`src/rtl/cfi_backend_shadow_stack_pkg.sv`:
```
// Shared types for the CFI shadow-stack backend: core-level exception and
// address widths (riscv) plus the CFI log entry, fault cause and FSM states.

package riscv;
    localparam int unsigned XLEN = 64;
    localparam int unsigned VLEN = 39;

    typedef struct packed {
        logic [XLEN-1:0] cause;
        logic [XLEN-1:0] tval;
        logic            valid;
    } exception_t;
endpackage

package cfi_pkg;
    localparam int unsigned VLEN = riscv::VLEN;
    localparam int unsigned XLEN = riscv::XLEN;

    typedef enum logic [1:0] {
        CFI_BRANCH = 2'd0,
        CFI_JUMP   = 2'd1,
        CFI_CALL   = 2'd2,
        CFI_RETURN = 2'd3
    } cfi_kind_t;

    typedef struct packed {
        logic [VLEN-1:0] pc;
        logic [VLEN-1:0] target;
        cfi_kind_t       kind;
        logic            rvc;
    } cfi_log_t;

    // Software-check exception code used for backward-edge violations
    localparam logic [XLEN-1:0] CFI_SS_FAULT_CAUSE = XLEN'(18);

    typedef enum logic {
        RUN   = 1'b0,
        STALL = 1'b1
    } cfi_ss_state_e;

    // Build a fault report for a return whose target failed the check
    function automatic riscv::exception_t cfi_ss_fault(input logic [VLEN-1:0] target);
        riscv::exception_t e;
        e.cause = CFI_SS_FAULT_CAUSE;
        e.tval  = XLEN'(target);
        e.valid = 1'b1;
        return e;
    endfunction
endpackage

```
`src/rtl/cfi_backend_shadow_stack_if.sv`:
```
// Pop-side bundle between the CFI log FIFO and the shadow-stack backend.

interface cfi_backend_shadow_stack_if;
    import cfi_pkg::*;

    cfi_log_t          log_i;
    logic              queue_empty_i;
    logic              queue_pop_o;
    riscv::exception_t cfi_fault_o;

    modport master (
        output log_i,
        output queue_empty_i,
        input  queue_pop_o,
        input  cfi_fault_o
    );

    modport slave (
        input  log_i,
        input  queue_empty_i,
        output queue_pop_o,
        output cfi_fault_o
    );
endinterface

```
`src/rtl/cfi_backend_shadow_stack_ss_lifo.sv`:
```
// Circular LIFO of return addresses; a push when full overwrites the oldest
// entry and the count saturates at SS_DEPTH.

module cfi_ss_lifo
    import cfi_pkg::*;
#(
    parameter int unsigned SS_DEPTH = 16
) (
    input  logic                        clk_i,
    input  logic                        rst_i,
    input  logic                        push,
    input  logic                        pop,
    input  logic [VLEN-1:0]             data,
    output logic [VLEN-1:0]             top,
    output logic                        empty,
    output logic [$clog2(SS_DEPTH):0]   count
);
    localparam int unsigned PTR_W = $clog2(SS_DEPTH);
    localparam int unsigned CNT_W = PTR_W + 1;

    logic [VLEN-1:0]  mem [SS_DEPTH];
    logic [PTR_W-1:0] wp;

    // wp is the next free slot; power-of-two depth makes the wrap implicit
    assign top   = mem[wp - PTR_W'(1)];
    assign empty = (count == '0);

    // Storage write, no reset needed since count guards every read
    always_ff @(posedge clk_i) begin
        if (push) begin
            mem[wp] <= data;
        end
    end

    // Pointer and occupancy tracking
    always_ff @(posedge clk_i) begin
        if (rst_i) begin
            wp    <= '0;
            count <= '0;
        end else if (push) begin
            wp <= wp + PTR_W'(1);
            if (count != CNT_W'(SS_DEPTH)) begin
                count <= count + CNT_W'(1);
            end
        end else if (pop && !empty) begin
            wp    <= wp - PTR_W'(1);
            count <= count - CNT_W'(1);
        end
    end
endmodule

```
`src/rtl/cfi_backend_shadow_stack.sv`:
```
// Shadow-stack CFI backend: drains the CFI log FIFO, pushes return addresses
// on calls and checks returns against the top of stack.
// Build option: CFI_SS_UNDERFLOW_FAULT_EN makes a return on an empty stack fault;
// without it such returns are ignored.

module cfi_backend_shadow_stack
    import cfi_pkg::*;
#(
    parameter int unsigned SS_DEPTH       = 16,
    parameter int unsigned NR_STALL_CHECK = 0
) (
    input logic                         clk_i,
    input logic                         rst_i,
    cfi_backend_shadow_stack_if.slave   bus
);
    localparam int unsigned CNT_W    = $clog2(SS_DEPTH) + 1;
    localparam int unsigned STALL_W  = (NR_STALL_CHECK > 1) ? $clog2(NR_STALL_CHECK + 1) : 1;
    localparam bit          STALL_EN = (NR_STALL_CHECK > 0);
    localparam bit          STALL_FSM_EN = (NR_STALL_CHECK > 1);

    cfi_log_t           s1;
    logic               s1_valid;
    cfi_ss_state_e      state_q, state_d;
    logic [STALL_W-1:0] stall_cnt_q, stall_cnt_d;
    logic               pop_c;
    logic               ret_exec;
    logic               ss_push, ss_pop, ss_empty;
    logic [VLEN-1:0]    ss_top, ss_push_data;
    logic [CNT_W-1:0]   ss_count;
    logic               unused_ss_count;
    riscv::exception_t  fault_d, fault_q;

    // Occupancy is kept for debug observation only
    assign unused_ss_count = ^ss_count;

    assign bus.queue_pop_o = pop_c;
    assign bus.cfi_fault_o = fault_q;

    cfi_ss_lifo #(
        .SS_DEPTH (SS_DEPTH)
    ) u_lifo (
        .clk_i (clk_i),
        .rst_i (rst_i),
        .push  (ss_push),
        .pop   (ss_pop),
        .data  (ss_push_data),
        .top   (ss_top),
        .empty (ss_empty),
        .count (ss_count)
    );

    // Capture stage: latch the popped head entry into S1
    always_ff @(posedge clk_i) begin
        if (rst_i) begin
            s1_valid <= 1'b0;
            s1       <= '0;
        end else begin
            s1_valid <= pop_c;
            if (pop_c) begin
                s1 <= bus.log_i;
            end
        end
    end

    // Execute stage: stack update and return check on S1
    always_comb begin
        ss_push      = 1'b0;
        ss_pop       = 1'b0;
        ret_exec     = 1'b0;
        fault_d      = '0;
        ss_push_data = s1.pc + (s1.rvc ? VLEN'(2) : VLEN'(4));
        if (s1_valid) begin
            case (s1.kind)
                CFI_CALL: begin
                    ss_push = 1'b1;
                end
                CFI_RETURN: begin
                    ret_exec = 1'b1;
                    if (!ss_empty) begin
                        ss_pop = 1'b1;
                        if (s1.target != ss_top) begin
                            fault_d = cfi_ss_fault(s1.target);
                        end
                    end
`ifdef CFI_SS_UNDERFLOW_FAULT_EN
                    else begin
                        fault_d = cfi_ss_fault(s1.target);
                    end
`endif
                end
                default: ;
            endcase
        end
    end

    // Fault report register: one-cycle pulse per failed check
    always_ff @(posedge clk_i) begin
        if (rst_i) begin
            fault_q <= '0;
        end else begin
            fault_q <= fault_d;
        end
    end

    // Stall FSM state and counter registers
    always_ff @(posedge clk_i) begin
        if (rst_i) begin
            state_q     <= RUN;
            stall_cnt_q <= '0;
        end else begin
            state_q     <= state_d;
            stall_cnt_q <= stall_cnt_d;
        end
    end

    // Stall FSM next state and pop strobe; the return's own execute cycle is
    // the first idle cycle, so STALL only covers the remaining NR_STALL_CHECK-1
    always_comb begin
        state_d     = state_q;
        stall_cnt_d = stall_cnt_q;
        pop_c       = 1'b0;
        case (state_q)
            RUN: begin
                pop_c = !bus.queue_empty_i && !(STALL_EN && ret_exec);
                if (STALL_FSM_EN && ret_exec) begin
                    state_d     = STALL;
                    stall_cnt_d = STALL_W'(NR_STALL_CHECK);
                end
            end
            STALL: begin
                stall_cnt_d = stall_cnt_q - STALL_W'(1);
                if (stall_cnt_q <= STALL_W'(2)) begin
                    state_d = RUN;
                end
            end
            default: begin
                state_d = RUN;
            end
        endcase
        if (rst_i) begin
            pop_c = 1'b0;
        end
    end
endmodule
```
`src/flat_wrapper.sv`:
```
// flat-port wrapper written by rule: the top's interface ports become plain ports
module cfi_backend_shadow_stack_flat import cfi_pkg::*;
#(
    parameter int unsigned SS_DEPTH       = 16,
    parameter int unsigned NR_STALL_CHECK = 0
)
  (clk_i, rst_i, bus_log_i, bus_queue_empty_i, bus_queue_pop_o, bus_cfi_fault_o);
  cfi_backend_shadow_stack_if bus_i ();
  input logic clk_i;
  input logic rst_i;
  input wire logic [$bits(bus_i.log_i)-1:0] bus_log_i;
  input wire logic [$bits(bus_i.queue_empty_i)-1:0] bus_queue_empty_i;
  output wire logic [$bits(bus_i.queue_pop_o)-1:0] bus_queue_pop_o;
  output wire logic [$bits(bus_i.cfi_fault_o)-1:0] bus_cfi_fault_o;
  assign bus_i.log_i = bus_log_i;
  assign bus_i.queue_empty_i = bus_queue_empty_i;
  assign bus_queue_pop_o = bus_i.queue_pop_o;
  assign bus_cfi_fault_o = bus_i.cfi_fault_o;
  cfi_backend_shadow_stack #(.SS_DEPTH(SS_DEPTH), .NR_STALL_CHECK(NR_STALL_CHECK)) u_core (.clk_i(clk_i), .rst_i(rst_i), .bus(bus_i));
endmodule
```
`config.mk`:
```
export PLATFORM = sky130hd
export DESIGN_NAME = cfi_backend_shadow_stack_flat
export DESIGN_NICKNAME = d
export VERILOG_FILES = /design/src/rtl/cfi_backend_shadow_stack_pkg.sv /design/src/rtl/cfi_backend_shadow_stack_if.sv /design/src/rtl/cfi_backend_shadow_stack_ss_lifo.sv /design/src/rtl/cfi_backend_shadow_stack.sv /design/src/flat_wrapper.sv
export SDC_FILE = /design/constraint.sdc
export NUM_CORES = 1
export LEC_CHECK = 0
export BUFFER_PORTS_ARGS = -buffer_cell sky130_fd_sc_hd__buf_4
export CAP_MARGIN = 20
export CORE_ASPECT_RATIO = 1.25
export CORE_MARGIN = 5
export CORE_UTILIZATION = 65
export DETAILED_ROUTE_END_ITERATION = 6
export PLACE_DENSITY = 0.9
export SLEW_MARGIN = 10
export SYNTH_ARGS = -nofsm -noshare
export SYNTH_HDL_FRONTEND = slang
export SYNTH_SLANG_ARGS = --single-unit
```
`constraint.sdc`:
```
create_clock -name clk_i -period 7.56 [get_ports clk_i]
set_input_delay 0.378 -clock clk_i [delete_from_list [all_inputs] [get_ports clk_i]]
set_output_delay 0.378 -clock clk_i [all_outputs]
set_load 0.01 [all_outputs]
```
==> impl_metrics.csv, run 1 <==
group,metric,value,unit
critical_path,critical_path.top_delay_family,"buffers and inverters",
status,status,"finished clean",
critical_path,crit_start,"u_core.u_lifo.wp[0]",
logic_synthesis,synthesis.area,30040,um^2
grt,grt_max_degree,91,
finish,final_util,0.7369,
grt,grt_pass1_vias,17030,
logic_synthesis,synth_area_leaders,"edfxtp_1 62%, mux4_2 12%, dfxtp_1 8.9%",
logic_synthesis,syn_inst,1715,
cts,cts.sinks,757,
critical_path,slowest_delay,1.04,ns
power_and_ir_drop,cellPowerDensity,251.2,nW/um^2
floorplanning,placementRows,88,
routing,dr.pass1.iters,6,
timing,min_period,5.558,ns
grt,met3_usage,0.04402,
floorplanning,initial_core_util,0.6542,
critical_path,cp.required,8.04,ns
min_path,hp-class,"input port to flop",
floorplanning,die_x,202.3,um
critical_path,start_kind,"flop",
logic_synthesis,synth_cell_types,36,
routing,via_per_inst,6.634,
timing,worstMarginPinSlew,1.140,ns
logic_synthesis,synth_edf_count,624,
timing,period_share,0.7353,
timing,hold_viol_final,0,
timing,whs,0.01875,ns
timing,fmax,179.9,MHz
cts,clk_path_buf_depth,3,
critical_path,cp.arrival,6.04,ns
critical_path,worst-setup-path-type,"flop to flop",
grt,grt_busiest_layer,"met2",
logic_synthesis,yosys_register_bits,757,
min_path,hold_start,"bus_log_i[68]",
cts,root_buffer,"clkbuf_16",
floorplanning,die_y,250.3,um
cts,htreeDepth,3,
cts,insertion_delay,0.61,ns
routing,drt-initial-drc-count,2207,
critical_path,reg2reg_from,"u_core.u_lifo.wp[0]",
timing,fin_skew,0.03205,ns
floorplanning,dieArea,50640,um^2
critical_path,r2r_slack,2.00,ns
critical_path,slowest_stage,"ha_4",
logic_synthesis,synth_flop_cell,"edfxtp_1",
timing,setup_viol,0,
placed_design,place_inst,2378,
timing,rsz0062_at_grt,"no",
routing,wl_per_cell,29.95,um
power_and_ir_drop,ir_drop,0.2307,mV
cts,clk_pin_slew,0.06,ns
floorplanning,ios,214,
timing,slew_headroom,0.2397,
routing,ant_nets,0,
logic_synthesis,synth_warnings,0,
cts,cts_tree,"done",
power_and_ir_drop,total_power,8.500,mW
cts,ctsResizeCount,0,
cts,postCtsSetupBuffers,0,
routing,drc,0,
placed_design,place.gp.congestion,0.7674,
grt,grt_pass1_wl,109.4,mm
routing,vias,16700,
finish,final_common_cell,"edfxtp_1",
timing,finalMaxSlewViolations,0,
critical_path,critPathMaxFanout,68,
power_and_ir_drop,leakage,11.72,nW
finish,final_nets,1976,
placed_design,dpl.hpwl,39.47,mm
grt,grt.overflow.total,0,
cts,ctsHoldBuffers,0,
grt,antenna_found_initial,0,
logic_synthesis,async_reset_ff_frac,0,
finish,nFillCells,2356,
finish,drive_gt1_frac,0.2465,
critical_path,critPathCaptureType,"flop",
logic_synthesis,ys_seq_area_frac,0.7125,
run,drv_cap,0,
finish,areaGrowthSynthToFinish,12.64,%
grt,grt_use_met2,0.5089,
critical_path,path_buf_inv,3,
logic_synthesis,synth_top_cell_area_share,0.6238,
grt,grtUsageMet1,0.3730,
cts,numCtsBuffers,69,
critical_path,path_cells,"inv_1, ha_4, buf_4, mux4_2, mux2i_1, mux2i_1, xnor2_1, nand4_1, nor4_1, a311oi_4, buf_4, and2_1",
routing,totalWireLength,75.38,mm
logic_synthesis,yosysTopAreaCell,"edfxtp_1",
placed_design,io_buffer_count,126,
grt,track_usage,0.2963,
finish,stdcell_count,2517,
timing,setup_tns,0,ns
floorplanning,core_area,45910,um^2
logic_synthesis,syn_area_per_cell,17.51,um^2
finish,most-common-layout-cells,"624 x edfxtp_1, 189 x nand2_1, 166 x buf_4, 164 x mux4_2, 132 x dfxtp_1",
Yosys cell counts, drive strengths merged (8+ instances only):
cell type / instances
edfxtp: 624
nand2: 189
mux4: 164
dfxtp: 133
buf: 132
mux2i: 94
a21oi: 88
xnor2: 73
nor2: 45
and2: 40
clkbuf: 39
nand4: 16
nand3: 12
xor2: 12
ha: 10
inv: 8
nor3: 8
where the power goes:
| group | total, mW | internal, mW | switching (mW) |
|---|---|---|---|
| Combinational | 0.433 | 0.174 | 0.259 |
| Sequential | 4.58 | 4.54 | 0.0404 |
| Clock | 3.49 | 2.01 | 1.47 |
| Total | 8.50 | 6.73 | 1.77 |
registers in the layout, indices dropped and copies added (netlist names):
register and flops:
u_core.s1 81, u_core.u_lifo.mem 624, u_core.u_lifo.wp 4, u_core.state_q 1, u_core.bus.cfi_fault_o 40, u_core.u_lifo.count 5, u_core.s1_valid 1, u_core.stall_cnt_q 1
through the flow:
step,area (um^2),worst slack (ns)
floorplan,30360,3.192
global placement,31410,2.281
detailed placement,31430,2.157
CTS,33670,2.007
global route,33830,1.678
finish,33830,2.002
cells by family after synthesis:
group / count (synthesis) / synth area share
flops: 757 / 0.7125
simple gates: 328 / 0.04836
mux: 258 / 0.1543
buf+inv: 179 / 0.03757
compound gates: 95 / 0.01666
xor+xnor: 85 / 0.02503
fa+ha+maj: 12 / 0.005498
other cells: 1 / 0.0001248
per-layer routing:
metal / routed length [um] / up-vias
li1: - / 6688
met5: 0 / -
met1: 25080 / 8436
met3: 7328 / 236
met4: 4040 / 0
met2: 38930 / 1339
cell type report:
class,count,area [um^2],share of cell area
multi-input combinational,865,8046,0.2378
tap,585,732.0,0.02163
inverter,8,30.03,0.0008875
timing repair buffer,179,1385,0.04094
clock inverter,18,221.5,0.006546
antenna,1,2.502,0.00007396
clock buffer,104,2012,0.05947
sequential,757,21400,0.6326
worst reg2reg max path, cell delays in order, from the launching register on:
cell      delay [ns]
dfxtp_4         0.79
inv_1           0.28
ha_4            1.04
buf_4           0.59
mux4_2          0.42
mux2i_1         0.16
mux2i_1         0.18
xnor2_1         0.28
nand4_1         0.16
nor4_1          0.57
a311oi_4        0.40
buf_4           0.36
and2_1          0.22
path summary, 6_finish.rpt:
path / to / depth (start not counted)
worst min-delay path: u_core.s1[68] / 3
worst max register to register: u_core.bus.cfi_fault_o[20] / 12
worst max-delay path: u_core.bus.cfi_fault_o[20] / 12
worst min register to register: u_core.state_q / 2
Note: power is estimated with default switching activity, not from simulation.
==> run 2, diff against run 1 <==
CORE_UTILIZATION = 60   (was 65)
PLACE_DENSITY = 0.84   (was 0.9)
clock period = 5.6 ns   (was 7.56 ns; I/O delays follow)
==> run 2 against run 1 <==
Net effect: clock power up 27%; final area up 2.4%; final cell count up 5.9%; clock skew down 0.00072 ns; critical path type unchanged; largest power group unchanged; highest routed layer unchanged.
==> impl_metrics.csv, run 2 (same netlist as run 1, synthesis figures left out) <==
group,metric,value,unit
critical_path,critPathCaptureType,"flop",
cts,ctsHoldBuffers,79,
power_and_ir_drop,power_frac_clock,0.395,
finish,final_util,0.7009,
routing,totalWireLength,73.19,mm
power_and_ir_drop,ir_drop,0.2285,mV
floorplanning,core_area,49410,um^2
finish,stdcell_count,2666,
finish,drive_gt1_frac,0.2328,
critical_path,cp.arrival,5.06,ns
finish,largest_reg_flops,624,
grt,antenna_found_initial,1,
routing,drc,0,
timing,fmax,218.3,MHz
cts,numCtsBuffers,69,
timing,worst_slack,1.018,ns
power_and_ir_drop,seq_power_share,0.550,
cts,root_buffer,"clkbuf_16",
timing,worstMarginPinSlew,1.119,ns
floorplanning,placementRows,91,
timing,slew_headroom,0.2484,
finish,most-common-layout-cells,"624 x edfxtp_1, 189 x nand2_1, 169 x buf_4, 164 x mux4_2, 132 x dfxtp_1",
cts,cts.sinks,757,
grt,grt.overflow.total,0,
floorplanning,die_x,210.1,um
routing,vias,16500,
floorplanning,dieArea,54670,um^2
grt,grt_max_degree,84,
placed_design,place_inst,2453,
timing,period_share,0.8181,
grt,track_usage,0.2688,
critical_path,critPathMaxFanout,51,
routing,drt-initial-drc-count,1770,
status,status,"finished clean",
floorplanning,die_y,260.2,um
finish,largest-register,"u_core.u_lifo.mem",
timing,setup_tns,0,ns
critical_path,start_kind,"flop",
finish,final_nets,2058,
placed_design,io_buffer_count,126,
power_and_ir_drop,leakage,12.00,nW
finish,areaGrowthSynthToFinish,15.31,%
floorplanning,ios,214,
cts,clk_path_buf_depth,3,
timing,setup_viol,0,
placed_design,place_ws,1.146,ns
grt,grt_pass1_wl,107.3,mm
power_and_ir_drop,p_int,8.855,mW
timing,fin_skew,0.03133,ns
cts,cts_tree,"done",
power_and_ir_drop,cellPowerDensity,324.7,nW/um^2
placed_design,dpl.hpwl,40.36,mm
cts,insertion_delay,0.61,ns
cts,ctsResizeCount,0,
power_and_ir_drop,total_power,11.24,mW
run,drv_cap,0,
timing,hold_viol_final,0,
finish,diodes,0,
timing,finalMaxSlewViolations,0,
placed_design,place.gp.congestion,0.7967,
power_and_ir_drop,switching_power,2.389,mW
routing,via_per_inst,6.189,
cts,postCtsSetupBuffers,0,
timing,rsz0062_at_grt,"no",
cts,clk_pin_slew,0.06,ns
routing,wl_per_cell,27.45,um
power_and_ir_drop,comb_power_share,0.055,
critical_path,worst-setup-path-type,"flop to flop",
power_and_ir_drop,switching_share,0.2125,
grt,grt_pass1_vias,16910,
critical_path,cp.required,6.08,ns
min_path,hp-class,"input port to flop",
timing,min_period,4.582,ns
routing,ant_nets,0,
routing,dr.pass1.iters,6,
cts,htreeDepth,3,
floorplanning,initial_core_util,0.6079,
finish,final_common_cell,"edfxtp_1",
## run 2: cell count changes in the layout (fill, tap and decap cells not counted), moves of 4 or more
| cell | before | now |
|---|---|---|
| bufinv_16 | 5 | 1 |
| clkbuf_1 | 21 | 26 |
| dlygate4sd3_1 | 0 | 79 |
| clkbuf_8 | 11 | 2 |
| clkbuf_4 | 9 | 5 |
| clkinv_1 | 1 | 7 |
## run 2: stage by stage
stage | hold WS (ns) | instance area, um^2
2_1_floorplan | 0.4160 | 30360
3_3_place_gp | 0.4304 | 31550
3_5_place_dp | 0.4347 | 31630
4_1_cts | 0.002600 | 34520
5_1_grt | 0.007423 | 34640
6_report | 0.0006504 | 34640
## run 2: power groups by stage
stage | registers, mW | logic, mW | clock network, mW
global route | 6.18 | 0.664 | 4.75
detailed placement | 6.30 | 0.554 | 0
floorplan | 6.28 | 0.422 | 0
CTS | 6.18 | 0.607 | 4.49
finish | 6.18 | 0.622 | 4.44
global placement | 6.30 | 0.533 | 0
## run 2: path summary, 6_finish.rpt
check | start | slack (ns) | end | cells after the start
hold / removal | bus_log_i[17] | 0.0007 | u_core.s1[17] | 3
hold reg to reg | u_core.stall_cnt_q | 0.45 | u_core.state_q | 2
setup / recovery | u_core.u_lifo.wp[0] | 1.02 | u_core.bus.cfi_fault_o[35] | 12
setup reg to reg | u_core.u_lifo.wp[0] | 1.02 | u_core.bus.cfi_fault_o[35] | 12
## run 2: per-layer routing
layer,track usage,vias up,part of all wire
met2,0.4729,1116,0.52
met3,0.04247,175,0.098
met1,0.3367,8346,0.34
li1,-,6864,-
met5,0,-,0
met4,0.1079,0,0.039
## run 2: area by class of cell
class                      count  area (um^2)
clock buffer                 101         1932
clock inverter                23        160.2
fill                        2801        14780
inverter                       8        30.03
multi-input combinational    865         8039
sequential                   757        21400
tap                          651        814.5
timing repair buffer         261         2256
## run 2: critical path, stage by stage, from the launching register on
cell and delay [ns]:
dfxtp_4 0.47, inv_1 0.16, ha_4 0.75, buf_12 0.36, mux4_2 0.37, mux2i_1 0.20
mux2i_1 0.11, xnor2_1 0.27, nand4_1 0.37, nor4_1 0.54, a311oi_4 0.25, buf_4 0.31
and2_1 0.21
